<file path="config.mk">
export PLATFORM = sky130hd
export DESIGN_NAME = seg7_scan_mux
export DESIGN_NICKNAME = d
export VERILOG_FILES = /design/src/rtl/seg7_scan_mux_pkg.sv /design/src/rtl/seg7_scan_mux_hex_decode.sv /design/src/rtl/seg7_scan_mux.sv
export SDC_FILE = /design/constraint.sdc
export NUM_CORES = 1
export LEC_CHECK = 0
export BUFFER_PORTS_ARGS = -buffer_cell sky130_fd_sc_hd__clkbuf_2
export CAP_MARGIN = 20
export CORE_MARGIN = 2
export CORE_UTILIZATION = 40
export CTS_BUF_LIST = sky130_fd_sc_hd__clkbuf_16
export CTS_CLUSTER_DIAMETER = 120
export DETAILED_ROUTE_END_ITERATION = 16
export GPL_TIMING_DRIVEN = 0
export PLACE_DENSITY_LB_ADDON = 0.12
export SETUP_SLACK_MARGIN = 0.4
export SYNTH_ARGS = -nofsm -noshare
export SYNTH_HDL_FRONTEND = slang
export SYNTH_SLANG_ARGS = --single-unit
</file>
<file path="constraint.sdc">
create_clock -name clk -period 2.61 [get_ports clk]
set_clock_uncertainty 0.1 [all_clocks]
set_input_delay 0 -clock clk [delete_from_list [all_inputs] [get_ports clk]]
set_output_delay 0 -clock clk [all_outputs]
set_load 0.03 [all_outputs]
</file>
<file path="src/rtl/seg7_scan_mux_pkg.sv">
// Shared types and constants for the four-digit multiplexed seven-segment driver.
// Covers FSM encodings, the digit record, the hex-to-segment table and the blank code.
package seg7_scan_mux_pkg;

    typedef enum logic [1:0] {
        ST_IDLE  = 2'd0,
        ST_GUARD = 2'd1,
        ST_ON    = 2'd2
    } state_t;

    typedef struct packed {
        logic [3:0] value;
        logic       blank;
        logic       dp;
    } digit_t;

    localparam logic [7:0] SEG_BLANK = 8'hFF;

    // Active-low gfedcba with the dp bit (bit 7) dark; index = hex value.
    localparam logic [15:0][7:0] HEX_SEG = {
        8'h8E, 8'h86, 8'hA1, 8'hC6, 8'h83, 8'h88, 8'h90, 8'h80,
        8'hF8, 8'h82, 8'h92, 8'h99, 8'hB0, 8'hA4, 8'hF9, 8'hC0
    };

    localparam digit_t DIGIT_BLANK = '{value: 4'h0, blank: 1'b1, dp: 1'b0};

endpackage

</file>
<file path="src/rtl/seg7_scan_mux_hex_decode.sv">
// Combinational hex digit to active-low segment pattern, with decimal point and blanking.
module seg7_hex_decode
    import seg7_scan_mux_pkg::*;
(
    input  logic [3:0] value,
    input  logic       dp,
    input  logic       blank,
    output logic [7:0] seg
);

    always_comb begin
        seg = SEG_BLANK;
        if (!blank) begin
            seg = HEX_SEG[value] & {~dp, 7'h7F};
        end
    end

endmodule

</file>
<file path="src/rtl/seg7_scan_mux.sv">
// Four-digit scan multiplexer: double-buffered digit writes, guard-banded digit switching
// and PWM dimming of the active anode.
//
// state    | meaning
// ST_IDLE  | no tick seen since reset, display dark
// ST_GUARD | all anodes off while segments settle after a digit switch
// ST_ON    | digit idx driven, anode gated by PWM compare
module seg7_scan_mux
    import seg7_scan_mux_pkg::*;
#(
    parameter int GUARD_CYCLES = 2,
    parameter int DIM_BITS     = 3
) (
    input  logic                clk,
    input  logic                rst,
    input  logic                tick_display,
    input  logic                wr_valid,
    output logic                wr_ready,
    input  logic [3:0]          wr_value,
    input  logic                wr_blank,
    input  logic                wr_dp,
    input  logic [DIM_BITS-1:0] brightness,
    output logic [3:0]          anodos,
    output logic [7:0]          segmentos
);

    localparam logic [3:0] GUARD_LOAD = 4'(GUARD_CYCLES - 1);

    state_t              state, state_nxt;
    logic [3:0]          guard_cnt, guard_nxt;
    logic [1:0]          idx;
    logic [DIM_BITS-1:0] pwm_cnt;
    logic [1:0]          wr_ptr;
    logic [2:0]          count;
    digit_t [3:0]        shadow;
    digit_t [3:0]        display;
    digit_t              cur_digit;
    logic [7:0]          seg_cur;
    logic [3:0]          ano_nxt;
    logic [7:0]          seg_nxt;
    logic                commit;

    assign wr_ready  = (count < 3'd4);
    assign commit    = tick_display && (idx == 2'd3) && (count == 3'd4);
    assign cur_digit = display[idx];

    always_ff @(posedge clk or negedge rst) begin
        if (!rst) begin
            state     <= ST_IDLE;
            guard_cnt <= '0;
        end else begin
            state     <= state_nxt;
            guard_cnt <= guard_nxt;
        end
    end

    // Guard timer is a down-counter; a tick anywhere past IDLE restarts it.
    always_comb begin
        state_nxt = state;
        guard_nxt = guard_cnt;
        case (state)
            ST_IDLE: begin
                if (tick_display) begin
                    state_nxt = ST_GUARD;
                    guard_nxt = GUARD_LOAD;
                end
            end
            ST_GUARD: begin
                if (tick_display) begin
                    guard_nxt = GUARD_LOAD;
                end else if (guard_cnt == 4'd0) begin
                    state_nxt = ST_ON;
                end else begin
                    guard_nxt = guard_cnt - 4'd1;
                end
            end
            ST_ON: begin
                if (tick_display) begin
                    state_nxt = ST_GUARD;
                    guard_nxt = GUARD_LOAD;
                end
            end
            default: begin
                state_nxt = ST_IDLE;
                guard_nxt = '0;
            end
        endcase
    end

    always_ff @(posedge clk or negedge rst) begin
        if (!rst) begin
            idx     <= '0;
            pwm_cnt <= '0;
        end else begin
            pwm_cnt <= pwm_cnt + DIM_BITS'(1);
            if (tick_display) begin
                idx <= idx + 2'd1;
            end
        end
    end

    // wr_ready is low whenever commit can fire, so a write never coincides with a commit.
    always_ff @(posedge clk or negedge rst) begin
        if (!rst) begin
            wr_ptr  <= '0;
            count   <= '0;
            shadow  <= {4{DIGIT_BLANK}};
            display <= {4{DIGIT_BLANK}};
        end else if (commit) begin
            display <= shadow;
            wr_ptr  <= '0;
            count   <= '0;
        end else if (wr_valid && wr_ready) begin
            shadow[wr_ptr] <= '{value: wr_value, blank: wr_blank, dp: wr_dp};
            wr_ptr         <= wr_ptr + 2'd1;
            count          <= count + 3'd1;
        end
    end

    seg7_hex_decode u_decode (
        .value (cur_digit.value),
        .dp    (cur_digit.dp),
        .blank (cur_digit.blank),
        .seg   (seg_cur)
    );

    // Only anodos[idx] can ever be cleared, so at most one digit is enabled.
    always_comb begin
        ano_nxt = 4'hF;
        seg_nxt = SEG_BLANK;
        if (state == ST_ON) begin
            seg_nxt = seg_cur;
            if ((pwm_cnt <= brightness) && !cur_digit.blank) begin
                ano_nxt[idx] = 1'b0;
            end
        end
    end

    always_ff @(posedge clk or negedge rst) begin
        if (!rst) begin
            anodos    <= 4'hF;
            segmentos <= SEG_BLANK;
        end else begin
            anodos    <= ano_nxt;
            segmentos <= seg_nxt;
        end
    end

endmodule

</file>
==> key figures, run 1 <==
Drt
  • DR WL/cell: 14.7 um
  • DR iter-0 viols: 48
  • Detailed-router iteration count before antenna repair: 6
  • Routed vias: 2074
  • Vias per cell: 4.95
  • Post-Route WL: 6170 um
  • Number of routed nets with antenna violations: 0
  • Drc violations: 0

Setup path
  • Max FO, Critical Path: 8
  • CP Cell Sequence: buf_6, mux4_2, inv_1, ha_1, o211ai_1, o211ai_1
  • CP most frequent cell: o211ai_1
  • CP max stage cell: mux4_2
  • Family with the most delay on the worst path: multiplexers
  • CP peak stage delay: 0.59 ns
  • Arrival @ worst endpoint: 2.23 ns
  • Crit path buf inv count: 2
  • Critical Path Start Type: flip-flop
  • Crit. End Element: flip-flop
  • Worst EP required: 2.75 ns
  • Crit path kind: reg2reg

Synth
  • Seq/Total Area, Yosys: 0.549
  • EDFF count, synth: 0
  • Post-Synth Adder-Cell Area: 0.0785
  • Mapped Area: 0.00351 mm^2
  • Mux cell area share after synthesis: 0.216
  • Post-Syn Instances: 257
  • Area share of the largest cell type after synthesis: 0.400
  • Largest family of logic cells by synthesized area: multiplexers
  • Synth Area in Simple Gates: 0.0660
  • Synth Area in XOR/XNOR: 0.00499
  • Compound-Gate Fraction of Synth Area: 0.0496
  • Avg Synthesized Cell Area: 13.6 um^2
  • Post-synth top area cell: dfrtp_1
  • Flops & latches, synth: 76
  • Synth Net Count: 292
  • Main synth FF type: dfrtp_1
  • Post-synthesis async set-or-reset flop share: 1.00
  • Netlist cell types: 37
  • Yosys warns: 0
  • Synth top area cells: dfrtp_1 (40%), mux2_2 (16%), dfstp_2 (15%)

Power and ir drop
  • Leak: 1.93 nW
  • Power Density: 1140 mW/mm^2
  • Worst VDD drop: 0.509 mV

Layout
  • Final #Nets: 341
  • Most common cell after layout, fill and taps aside: dfrtp_1
  • N_diodes: 0
  • FF/Latch Area: 0.00193 mm^2
  • Layout cells sized above 1: 0.402
  • Most frequent cells in the layout: dfrtp_1 (56), mux2_2 (49), clkbuf_2 (24)
  • Filler instances: 810
  • Area grow syn2layout: 18.7%
  • Design Area, Final: 0.00416 mm^2
  • Area of the multi-input gates: 0.00145 mm^2
  • Fin cells: 419

Timing
  • WHS: 0.0142 ns
  • Hold Vio Cnt, Final: 0
  • Setup tns final: 0 ns
  • Worst slew margin: 0.659
  • Worst-margin pin slew: 0.506 ns
  • Slew Viols, Final: 0
  • Setup WS post-layout: 0.518 ns
  • Final Cycle Share: 0.801
  • Crit path time final: 2.09 ns
  • Unrepaired setup endpoints after global routing: no
  • Final setup viols: 0
  • Maximum clock rate: 0.478 GHz

CTS
  • CTS tree: yes
  • Clock latency on the worst-skew pair: 0.33 ns
  • CTS Buffer Depth: 2
  • Cts bufs inserted: 9
  • Number of H-tree levels: 3
  • CTS clk-pin slew, worst paths: 0.06 ns
  • # clock sinks: 76
  • Clock root cell: clkbuf_16

Floorplan
  • Die extent in y: 97.6 um
  • I/O Pins: 26
  • Num rows: 34
  • Initial Util: 0.408
  • Core Region: 0.00859 mm^2
  • DIE AREA: 0.00953 mm^2
  • Die Wd: 97.6 um

GRT
  • Met3 global-route usage: 0.0288
  • Total congestion overflow: 0
  • Overall Global Routing Usage: 0.143
  • First-pass GRT wire length: 10500 um
  • Grt met2 use: 0.212
  • Met1 GRT Util: 0.195
  • Largest net degree at the start of global routing: 60
  • Antenna violations before repair: 0
  • GR peak layer: met2
  • Vias in the first global route: 2077

Run status
  • Status: completed

Placed design
  • Place WS: 0.374 ns
  • Inst Count DP: 390
  • IO buf count: 24
  • Post-DP Area: 0.00379 mm^2
  • Post-DP HPWL: 4140 um
  • RePlAce Congestion: 0.813

Worst hold path
  • HP Class: in2async

Flow run
  • Maxcap violations: 0
==> metrics by stage <==
| step | utilization | power (W) |
|---|---|---|
| floorplan | - | 0.00322 |
| global placement | 0.438 | 0.00357 |
| detailed placement | 0.441 | 0.00362 |
| CTS | 0.480 | 0.00474 |
| global route | 0.484 | 0.00510 |
| finish | 0.484 | 0.00475 |
==> final cells by class <==
type / instances / area share
Buffer: 9 / 0.0141
Clock buffer: 9 / 0.0541
Clock inverter: 7 / 0.00691
Inverter: 18 / 0.0162
Multi-Input combinational cell: 154 / 0.348
Sequential cell: 76 / 0.463
Tap cell: 108 / 0.0325
Timing Repair Buffer: 38 / 0.0649
==> worst paths after layout <==
check                                      from                  endpoint  slack, ns  cells past startpoint
setup / recovery             idx[0]$_DFFE_PN0P_    segmentos[1]$_DFF_PN1_       0.52                      6
hold / removal                              rst  guard_cnt[2]$_DFFE_PN0P_       0.01                      2
setup reg to reg             idx[0]$_DFFE_PN0P_    segmentos[1]$_DFF_PN1_       0.52                      6
hold reg to reg            pwm_cnt[0]$_DFF_PN0_      pwm_cnt[0]$_DFF_PN0_       0.34                      1
max in group asynchronous                   rst    shadow[19]$_DFFE_PN1P_       1.78                      3
min in group clk                  brightness[0]       anodos[2]$_DFF_PN1_       0.18                      5
==> synthesized netlist by cell type (all sizes together) (2+ instances only) <==
cell type / number
ha: 22
o211ai: 2
inv: 18
nor3b: 2
nor2b: 4
buf: 7
a21oi: 9
nand2: 14
nand3: 6
a21o: 2
mux2i: 4
mux2: 50
mux4: 6
dfstp: 20
nand2b: 6
o21a: 2
clkbuf: 2
o221ai: 4
o21ai: 5
xor2: 2
nor3: 2
nand3b: 2
dfrtp: 56
nor2: 2
==> sequential cells by signal, indices dropped and copies added (netlist names) <==
register   flops
display       24
idx            2
state          2
count          3
segmentos      8
guard_cnt      4
pwm_cnt        3
wr_ptr         2
anodos         4
shadow        24
==> power by group <==
| part | internal, W | switching (W) | total [W] |
|---|---|---|---|
| Sequential | 0.00168 | 0.000258 | 0.00194 |
| Combinational | 0.000932 | 0.000811 | 0.00174 |
| Clock | 0.000622 | 0.000446 | 0.00107 |
| Total | 0.00323 | 0.00152 | 0.00475 |
==> layer usage <==
metal / vias to the layer above / part of all wire
met5: - / 0
met4: 0 / 0.018
met3: 9 / 0.025
met2: 26 / 0.46
met1: 1039 / 0.49
li1: 1000 / -
==> logic make-up (layout without fill, tap and decap cells) <==
family | Yosys count | in the layout
DFF | 76 | 76
muxes | 60 | 60
and+or+nand+nor | 43 | 43
AOI/OAI and AO/OA | 27 | 27
buffers and inverters | 27 | 81
adders and majority gates | 22 | 22
xor gates and xnor gates | 2 | 2
==> what timing repair did <==
| item | in CTS | in global routing |
|---|---|---|
| buffers inserted | 0 | 4 |
| gates resized for setup | 2 | 3 |
| hold buffers | 9 | 0 |
| endpoints found under the hold margin | 99 | 0 |
| endpoints found under the setup margin | 2 | 4 |
(Power assumes the default switching activity.)
==> run 2: changes to the inputs <==
--- a/config.mk
+++ b/config.mk
@@ -5,6 +5,7 @@
 export SDC_FILE = /design/constraint.sdc
 export NUM_CORES = 1
 export LEC_CHECK = 0
+export ABC_AREA = 1
 export BUFFER_PORTS_ARGS = -buffer_cell sky130_fd_sc_hd__clkbuf_2
 export CAP_MARGIN = 20
 export CORE_MARGIN = 2
==> constraint.sdc (replaced) <==
create_clock -name clk -period 2.1 [get_ports clk]
set_clock_uncertainty 0.1 [all_clocks]
set_input_delay 0 -clock clk [delete_from_list [all_inputs] [get_ports clk]]
set_output_delay 0 -clock clk [all_outputs]
set_load 0.03 [all_outputs]
==> run 2 against run 1 <==
Against the previous run: critical path depth up 1; flip-flop and latch count unchanged; critical endpoint is now display[5]$_DFFE_PN0P_; wire length up 24%; die area about the same; final cell count up 28%; design area up 13%; combinational power up 84%; register-to-register slack worse by 0.16 ns; maximum frequency up 20%; sequential power up 23%; via count up 27%.
==> key figures, run 2 <==
Run status
  • Status: completed

Setup path
  • Crit path kind: reg2reg
  • Critical path endpoint: display[5]$_DFFE_PN0P_
  • Max FO, Critical Path: 5 (-3)
  • RR Endpoint: display[5]$_DFFE_PN0P_
  • Critical Path Source: count[0]$_DFFE_PN0P_
  • Worst EP required: 2.21 ns (-0.54 ns)
  • Arrival @ worst endpoint: 1.86 ns (-0.37 ns)
  • Worst R2R Setup Slack: 0.35 ns (-0.16 ns)
  • Critical R2R Launch: count[0]$_DFFE_PN0P_
  • Worst R2R Path Depth: 7 (+1)
  • Crit. End Element: flip-flop
  • Critical Path Start Type: flip-flop

Layout
  • Fin cells: 536 (+28%)
  • Final #Nets: 458 (+34%)
  • N_diodes: 0 (unchanged)
  • Design Area, Final: 0.00471 mm^2 (+13%)
  • Most common cell after layout, fill and taps aside: nand2_1
  • Area grow syn2layout: 34.3%
  • Most frequent cells in the layout: nand2_1 (74), dfrtp_1 (54), o21ai_0 (43)
  • Layout cells sized above 1: 0.369 (-0.0328)
  • Top flop regs: display: 24 flops, shadow: 24 flops, segmentos: 8 flops

CTS
  • CTS Buffer Depth: 2 (unchanged)
  • # clock sinks: 76 (unchanged)
  • Clock latency on the worst-skew pair: 0.33 ns (about the same)
  • Cts bufs inserted: 9 (unchanged)
  • CTS clk-pin slew, worst paths: 0.06 ns (about the same)
  • Number of H-tree levels: 3 (unchanged)
  • Clock root cell: clkbuf_16
  • CTS tree: yes

Power and ir drop
  • Worst VDD drop: 0.571 mV (+12%)
  • Leak: 2.25 nW (+17%)
  • Power Density: 1500 mW/mm^2 (+31%)

Synth
  • Area share of the largest cell type after synthesis: 0.399 (about the same)
  • Synth Net Count: 389 (+33%)
  • Main synth FF type: dfrtp_1
  • Seq/Total Area, Yosys: 0.549 (about the same)
  • Most common library cells after synthesis: nand2_1 (88), dfrtp_1 (56), o21ai_0 (43)
  • Post-synth top area cell: dfrtp_1
  • Avg Synthesized Cell Area: 9.91 um^2 (-27%)
  • Synth top area cells: dfrtp_1 (40%), dfstp_2 (15%), nand2_1 (9.4%)
  • Most frequent cell after synthesis: nand2_1
  • Flops & latches, synth: 76 (unchanged)
  • EDFF count, synth: 0 (unchanged)
  • Yosys warns: 0 (unchanged)
  • Mapped Area: 0.00351 mm^2 (about the same)
  • Netlist cell types: 25 (-32%)
  • Post-Syn Instances: 354 (+38%)
  • Post-synthesis async set-or-reset flop share: 1.00 (unchanged)

Timing
  • Hold Vio Cnt, Final: 0 (unchanged)
  • Unrepaired setup endpoints after global routing: yes
  • Slew Viols, Final: 0 (unchanged)
  • Final setup viols: 0 (unchanged)
  • Setup WS post-layout: 0.354 ns (-0.164 ns)
  • Worst slew margin: 0.775 (+0.116)
  • Maximum clock rate: 0.573 GHz (+20%)
  • Crit path time final: 1.75 ns (-0.346 ns)
  • Setup tns final: 0 ns (unchanged)
  • Final Cycle Share: 0.831 (+0.0301)
  • Worst-margin pin slew: 0.338 ns (-0.168 ns)
  • WHS: 0.0340 ns (+0.0199 ns)

Drt
  • DR WL/cell: 14.2 um (-3.3%)
  • Routed vias: 2626 (+27%)
  • Post-Route WL: 7630 um (+24%)
  • Vias per cell: 4.90 (-1.0%)
  • Drc violations: 0 (unchanged)
  • Detailed-router iteration count before antenna repair: 5 (-1)
  • DR iter-0 viols: 83 (+73%)
  • Number of routed nets with antenna violations: 0 (unchanged)

Placed design
  • Inst Count DP: 488 (+25%)
  • Place WS: 0.0541 ns (-0.320 ns)
  • Post-DP Area: 0.00380 mm^2 (+0.20%)
  • Post-DP HPWL: 4700 um (+13%)
  • RePlAce Congestion: 0.878 (+8.0%)
  • IO buf count: 25 (+4.2%)

GRT
  • Antenna violations before repair: 0 (unchanged)
  • Overall Global Routing Usage: 0.164 (+0.0215)
  • Vias in the first global route: 2446 (+18%)
  • Largest net degree at the start of global routing: 55 (-8.3%)
  • Total congestion overflow: 0 (unchanged)
  • First-pass GRT wire length: 12400 um (+18%)

Floorplan
  • Die extent in y: 97.7 um (about the same)
  • Core Region: 0.00859 mm^2 (unchanged)
  • DIE AREA: 0.00954 mm^2 (about the same)
  • Num rows: 34 (unchanged)
  • Initial Util: 0.408 (about the same)
  • Die Wd: 97.7 um (about the same)
  • I/O Pins: 26 (unchanged)

Worst hold path
  • HP Class: in2async

Flow run
  • Maxcap violations: 0 (unchanged)
-- run 2: cell types whose count changed in the layout (fill, tap and decap cells not counted), moves of 7 or more --
| cell | previous run | this run |
|---|---|---|
| buf_4 | 5 | 17 |
| inv_1 | 21 | 29 |
| mux2_2 | 49 | 18 |
| nand2_1 | 14 | 74 |
| nand2_4 | 0 | 7 |
| nand3_1 | 6 | 23 |
| o21ai_0 | 4 | 43 |
-- run 2: worst min-delay path by stage --
stage | from | to | slack [ns] | depth (start not counted)
final | rst | pwm_cnt[2]$_DFF_PN0_ | 0.03 | 2
after global routing | rst | pwm_cnt[2]$_DFF_PN0_ | 0.06 | 2
after CTS | rst | pwm_cnt[2]$_DFF_PN0_ | 0.04 | 2
after detailed placement | rst | pwm_cnt[2]$_DFF_PN0_ | -0.15 | 1
after global placement | wr_valid | count[0]$_DFFE_PN0P_ | 0.18 | 3
after floorplan | rst | count[0]$_DFFE_PN0P_ | -0.40 | 0
-- run 2: logic make-up after synthesis --
group | share of synthesized area
xor+xnor | 0.00499
mux | 0.0610
fa+ha+maj | 0.0784
compound gates | 0.0763
flops | 0.549
simple gates | 0.173
buf+inv | 0.0574
-- run 2: final cells by class --
cell class                 count  area [um^2]
timing repair buffer          58          449
fill                         730         3880
clock inverter                 7         57.6
buffer                         9         92.6
multi-input combinational    233         1650
sequential                    76         1930
clock buffer                   9          225
tap                          108          135
inverter                      36          173
-- run 2: what timing repair did --
item | CTS | global route
hold buffers | 9 | 0
cloned | 0 | 2
endpoints found under the hold margin | 97 | 0
setup endpoints to repair | 36 | 35
buffers inserted | 13 | 8
gates resized for setup | 11 | 80
pin swaps | 4 | 14
-- run 2: power breakdown --
part,switching (W),internal [W]
clock,0.000578,0.000901
combinational,0.00182,0.00138
sequential,0.000325,0.00207
-- run 2: per-layer routing --
metal | up-vias | GRT usage | part of all wire
li1 | 1302 | - | -
met1 | 1260 | 0.233 | 0.48
met2 | 52 | 0.243 | 0.46
met3 | 12 | 0.0295 | 0.032
met4 | 0 | 0.0791 | 0.025
met5 | - | 0 | 0
-- run 2: critical path, stage by stage, from the launching register on --
cell and delay [ns]:
dfrtp_1 0.41, inv_1 0.08, ha_1 0.16, nand2_2 0.06, nor3_4 0.19, buf_6 0.16
buf_6 0.13, mux2_2 0.33
-- run 2: metrics by stage --
step	power, W	utilization
2_1_floorplan	0.00389	-
3_3_place_gp	0.00438	0.439
3_5_place_dp	0.00444	0.442
4_1_cts	0.00620	0.500
5_1_grt	0.00761	0.549
6_report	0.00707	0.549
